File: src/rtl/axi4_wr_rr_arbiter.sv
// Round-robin arbiter sharing one AXI4 write slave port among N masters.
// One write transaction in flight; W locked to the AW winner until WLAST.
module axi4_wr_rr_arbiter #(
    parameter int N_MASTER = 4,
    parameter int ADDR_W   = 32,
    parameter int DATA_W   = 64,
    parameter int ID_W     = 4
) (
    input  logic                           clk,
    input  logic                           rst,
    input  logic [N_MASTER-1:0]            m_awvalid,
    output logic [N_MASTER-1:0]            m_awready,
    input  logic [N_MASTER*ID_W-1:0]       m_awid,
    input  logic [N_MASTER*ADDR_W-1:0]     m_awaddr,
    input  logic [N_MASTER*8-1:0]          m_awlen,
    input  logic [N_MASTER*3-1:0]          m_awsize,
    input  logic [N_MASTER*2-1:0]          m_awburst,
    input  logic [N_MASTER-1:0]            m_wvalid,
    output logic [N_MASTER-1:0]            m_wready,
    input  logic [N_MASTER*DATA_W-1:0]     m_wdata,
    input  logic [N_MASTER*DATA_W/8-1:0]   m_wstrb,
    input  logic [N_MASTER-1:0]            m_wlast,
    output logic [N_MASTER-1:0]            m_bvalid,
    input  logic [N_MASTER-1:0]            m_bready,
    output logic [ID_W-1:0]                m_bid,
    output logic [1:0]                     m_bresp,
    output logic                           s_awvalid,
    input  logic                           s_awready,
    output logic [ID_W-1:0]                s_awid,
    output logic [ADDR_W-1:0]              s_awaddr,
    output logic [7:0]                     s_awlen,
    output logic [2:0]                     s_awsize,
    output logic [1:0]                     s_awburst,
    output logic                           s_wvalid,
    input  logic                           s_wready,
    output logic [DATA_W-1:0]              s_wdata,
    output logic [DATA_W/8-1:0]            s_wstrb,
    output logic                           s_wlast,
    input  logic                           s_bvalid,
    output logic                           s_bready,
    input  logic [ID_W-1:0]                s_bid,
    input  logic [1:0]                     s_bresp,
    output logic [$clog2(N_MASTER)-1:0]    grant_idx,
    output logic                           prot_err
);

    localparam int IDX_W  = $clog2(N_MASTER);
    localparam int STRB_W = DATA_W / 8;

    typedef enum logic [1:0] {IDLE, ADDR, DATA, RESP} state_t;

    state_t           r_state;
    logic [IDX_W-1:0] r_grant;
    logic [IDX_W-1:0] r_rr;
    logic [7:0]       r_len;
    logic [7:0]       r_cnt;
    logic             r_prot_err;

    logic [IDX_W-1:0] w_pick;
    logic             w_found;
    logic             w_in_addr;
    logic             w_in_data;
    logic             w_in_resp;
    logic             w_aw_hs;
    logic             w_w_hs;
    logic             w_b_hs;

    // Phase strobes are masked by rst so an aborted transfer drives nothing.
    assign w_in_addr = (r_state == ADDR) && !rst;
    assign w_in_data = (r_state == DATA) && !rst;
    assign w_in_resp = (r_state == RESP) && !rst;

    always_comb begin
        w_found = 1'b0;
        w_pick  = r_rr;
        for (int k = 0; k < N_MASTER; k++) begin
            if (!w_found && m_awvalid[(int'(r_rr) + k) % N_MASTER]) begin
                w_found = 1'b1;
                w_pick  = IDX_W'((int'(r_rr) + k) % N_MASTER);
            end
        end
    end

    assign s_awvalid = w_in_addr;
    assign s_awid    = w_in_addr ? m_awid[r_grant*ID_W +: ID_W] : '0;
    assign s_awaddr  = w_in_addr ? m_awaddr[r_grant*ADDR_W +: ADDR_W] : '0;
    assign s_awlen   = w_in_addr ? m_awlen[r_grant*8 +: 8] : '0;
    assign s_awsize  = w_in_addr ? m_awsize[r_grant*3 +: 3] : '0;
    assign s_awburst = w_in_addr ? m_awburst[r_grant*2 +: 2] : '0;

    assign s_wvalid = w_in_data && m_wvalid[r_grant];
    assign s_wdata  = w_in_data ? m_wdata[r_grant*DATA_W +: DATA_W] : '0;
    assign s_wstrb  = w_in_data ? m_wstrb[r_grant*STRB_W +: STRB_W] : '0;
    assign s_wlast  = w_in_data && m_wlast[r_grant];

    assign s_bready = w_in_resp && m_bready[r_grant];
    assign m_bid    = w_in_resp ? s_bid : '0;
    assign m_bresp  = w_in_resp ? s_bresp : '0;

    always_comb begin
        m_awready          = '0;
        m_wready           = '0;
        m_bvalid           = '0;
        m_awready[r_grant] = w_in_addr && s_awready;
        m_wready[r_grant]  = w_in_data && s_wready;
        m_bvalid[r_grant]  = w_in_resp && s_bvalid;
    end

    assign w_aw_hs = w_in_addr && s_awready;
    assign w_w_hs  = s_wvalid && s_wready;
    assign w_b_hs  = w_in_resp && s_bvalid && m_bready[r_grant];

    always_ff @(posedge clk) begin
        if (rst) begin
            r_state    <= IDLE;
            r_grant    <= '0;
            r_rr       <= '0;
            r_len      <= '0;
            r_cnt      <= '0;
            r_prot_err <= 1'b0;
        end else begin
            unique case (r_state)
                IDLE: begin
                    if (w_found) begin
                        r_grant <= w_pick;
                        r_len   <= m_awlen[w_pick*8 +: 8];
                        r_state <= ADDR;
                    end
                end
                ADDR: begin
                    if (w_aw_hs) begin
                        r_cnt   <= '0;
                        r_state <= DATA;
                    end
                end
                DATA: begin
                    if (w_w_hs) begin
                        r_cnt <= r_cnt + 8'd1;
                        // Flag early or late WLAST; the burst still ends on WLAST.
                        if (s_wlast) begin
                            if (r_cnt != r_len) r_prot_err <= 1'b1;
                            r_state <= RESP;
                        end else if (r_cnt == r_len) begin
                            r_prot_err <= 1'b1;
                        end
                    end
                end
                RESP: begin
                    if (w_b_hs) begin
                        r_rr    <= (int'(r_grant) == N_MASTER - 1) ? '0 : r_grant + 1'b1;
                        r_state <= IDLE;
                    end
                end
                default: r_state <= IDLE;
            endcase
        end
    end

    assign grant_idx = r_grant;
    assign prot_err  = r_prot_err;

endmodule

File: config.mk
export PLATFORM = sky130hd
export DESIGN_NAME = axi4_wr_rr_arbiter
export DESIGN_NICKNAME = d
export VERILOG_FILES = /design/src/rtl/axi4_wr_rr_arbiter.sv
export SDC_FILE = /design/constraint.sdc
export NUM_CORES = 1
export LEC_CHECK = 0
export CORE_AREA = 2 2 253 255
export DETAILED_ROUTE_END_ITERATION = 8
export DIE_AREA = 0 0 255 257
export PLACE_DENSITY = 0.33
export SLEW_MARGIN = 20
export SYNTH_ARGS = -nofsm -noshare
export SYNTH_HDL_FRONTEND = slang
export SYNTH_SLANG_ARGS = --single-unit
export TNS_END_PERCENT = 5
File: constraint.sdc
create_clock -name clk -period 1.95 [get_ports clk]
set_input_delay 0.39 -clock clk [delete_from_list [all_inputs] [get_ports clk]]
set_output_delay 0.39 -clock clk [all_outputs]
set_load 0.02 [all_outputs]
==> results.ini <==
[synthesis]
synthTopCellsByArea = mux4_2 52%, and2_1 15%, dfxtp_1 8.6%, mux2i_1 3.5%, xnor2_1 2.3%
synth-seq-cells = 23
synth_ff_type = dfxtp_1
yosys_warnings = 0
async_flop_share_pct = 0
yosysSeqAreaShare_pct = 8.564
yosysTopAreaCell = mux4_2
netlist_area_um2 = 5376
ys_types = 40
avgSynthCellArea_um2 = 11.25
synth_nets = 998
yosysTopAreaCellShare_pct = 51.94
synth_edf_count = 0
netlist_instances = 478

[final_layout]
instances_no_fill = 2072
fillers = 6766
nets = 1742
area_growth_pct = 174.2
drive_above_1_share_pct = 41.52
fin_area_um2 = 14740

[placed_design]
placed_area_um2 = 13990
gp_congestion = 0.8543
port_buffers = 656
dp.cells = 2035
dpl.hpwl_um = 43770

[floorplan]
dieArea_um2 = 65540
coreArea_um2 = 62740
die_y_um = 257
start_util_pct = 8.570
fp.dieW_um = 255
rows = 92
pin_count = 657

[power_and_ir_drop]
clockPowerShare_pct = 6.6
total_leakage_power_nw = 5.496
pwr-share-seq_pct = 8.5
comb_power_share_pct = 84.9
power.density_nw_per_um2 = 490.7
p_switching_mw = 2.824
vdd_drop_max_mv = 0.3376
swShare_pct = 39.05
power.internal_mw = 4.409

[worst_setup_path]
crit_path_end_kind = output port
cp_data_arrival_time_ps = 2150
start_kind = flip-flop
cp_max_fo = 6
slowest_stage = mux4_2
worstPathCellList = buf_12, buf_16, buf_8, buf_8, mux4_2, and2_4, buf_12
critPathRequiredTime_ps = 1560
crit_type = reg2out
path_buf_inv = 5
critPathMaxStageDelay_ps = 620
crit_family = buffers and inverters

[global_route]
grt.busiest_layer = met2
use_met2_pct = 26.40
met3_usage_pct = 3.783
grt_usage_pct = 14.18
overflow = 0
grt_max_degree = 32
antenna_found_initial = 14
grt_first_pass_wirelength_um = 64880
grtUsageMet1_pct = 16.07
grt_pass1_vias = 8124

[sta]
grt_setup_unrepaired = yes
fin_crit_ps = 2536
relSlewSlack_pct = 74.46
finalHoldWorstSlack_ps = 487.0
report.final.slew_viol_count = 0
fin_crit_sh_pct = 130.1
worst_pin_slew_ps = 382.7
fin_skew_ps = 10.31
fin_ws_ps = -586.2
setup_viol = 141
max_freq_mhz = 394.3
hold_violations = 0

[routing]
drt-initial-drc-count = 222
vias = 7436
wl_um = 49510
drt_pass1_iterations = 6
drc = 0
avgRoutedWirePerCell_um = 23.89
postRouteAntennaNets = 0
via_per_inst = 3.589

[clock_tree]
cts.sinks = 23
cts-root-buf = clkbuf_16
clk_pin_slew_ps = 70
numCtsBuffers = 3
tritoncts = yes
clk_latency_ps = 270
hold_buffers = 0
clockBufferDepth = 2
htree_levels = 1

[job]
maxCapViolCount = 0

[hold_path]
hold_path_class = reg2reg

[status]
violations = negative setup slack
status = finished with violations

==> power by group through the flow <==
| stage | clock network [mW] | logic (mW) | registers [mW] |
|---|---|---|---|
| after global placement | 0 | 5.71 | 0.625 |
| after floorplan | 0 | 2.39 | 0.612 |
| after global routing | 0.513 | 6.55 | 0.629 |
| after CTS | 0.504 | 6.17 | 0.620 |
| final | 0.477 | 6.14 | 0.617 |
| after detailed placement | 0 | 5.70 | 0.628 |
==> per-layer routing <==
layer  part of all wire (%)  vias to the layer above
li1                       -                     3376
met1                     38                     3584
met2                     52                      435
met3                    8.8                       31
met4                    1.6                       10
met5                   0.12                        -
==> cells in the final DEF, fill, tap and decap left out, types with 11 or more instances in the layout <==
master,synthesis,routed
nor2_1,13,12
buf_2,22,33
and3_1,12,11
and2_1,130,51
and2_4,0,72
clkdlybuf4s50_1,0,506
dfxtp_1,23,20
buf_6,1,62
mux4_2,124,124
xnor2_1,14,14
dlygate4sd2_1,0,11
mux2i_1,19,18
buf_4,1,115
buf_12,0,46
nand2_1,20,19
==> worst paths after layout <==
| path | start | to | slack, ps | cells past startpoint |
|---|---|---|---|---|
| max reg2reg | grant_idx[0] | r_cnt[3] | -230 | 9 |
| max | grant_idx[0] | s_awaddr[14] | -590 | 7 |
| min | prot_err | prot_err | 490 | 1 |
| min reg2reg | prot_err | prot_err | 490 | 1 |
==> through the flow <==
step           power (mW)  setup slack (ps)  TNS (ps)  utilization, %
6_report            7.233            -586.2    -50510           23.50
3_5_place_dp        6.330            -762.3    -98790           22.31
4_1_cts             7.294            -649.0    -57320           23.17
3_3_place_gp        6.333            -757.4    -97180           22.31
2_1_floorplan       3.004            -8.448    -512.5               -
5_1_grt             7.697            -628.1    -60860           23.49
==> repair_timing <==
item                                    CTS  global route
gates resized for setup                 551            71
endpoints found under the hold margin     0             0
endpoints found under the setup margin  166           157
pin swaps                                31            16
buffers inserted                         14             9
gates cloned                              4             2
==> cell usage after synthesis (4+ instances only) <==
library cell / instances
buf_2: 22
nand4_1: 4
and3_1: 12
nor2b_1: 6
clkbuf_1: 22
mux4_2: 124
and2_1: 130
nor2_1: 13
dfxtp_1: 23
nand2_1: 20
mux2i_1: 19
nand3_1: 5
xnor2_1: 14
inv_1: 7
a21oi_1: 6
ha_1: 9
o221ai_1: 8
==> layout make-up <==
type / instances / area (um2) / area share, %
Sequential cell: 23 / 469.2 / 3.183
Inverter: 7 / 26.28 / 0.1783
Antenna cell: 5 / 12.51 / 0.08488
Clock buffer: 3 / 75.07 / 0.5093
Timing Repair Buffer: 788 / 8114 / 55.05
Clock inverter: 1 / 5.005 / 0.03395
Tap cell: 846 / 1059 / 7.181
Multi-Input combinational cell: 399 / 4980 / 33.78
==> cell families (layout without fill, tap and decap cells) <==
| group | Yosys count | in the layout | synth area share, % |
|---|---|---|---|
| other cells | 0 | 5 | 0 |
| fa+ha+maj | 9 | 9 | 2.095 |
| xor+xnor | 14 | 14 | 2.281 |
| simple gates | 206 | 206 | 22.97 |
| flops | 23 | 23 | 8.564 |
| buf+inv | 56 | 799 | 4.631 |
| compound gates | 27 | 27 | 3.980 |
| mux | 143 | 143 | 55.48 |
==> flip-flops by register name (all words and copies together) (netlist names) <==
name and cells:
r_rr 2, r_state 2, r_cnt 8, prot_err 1, grant_idx 2, r_len 8
No activity file was read; power rests on OpenSTA's default activity.
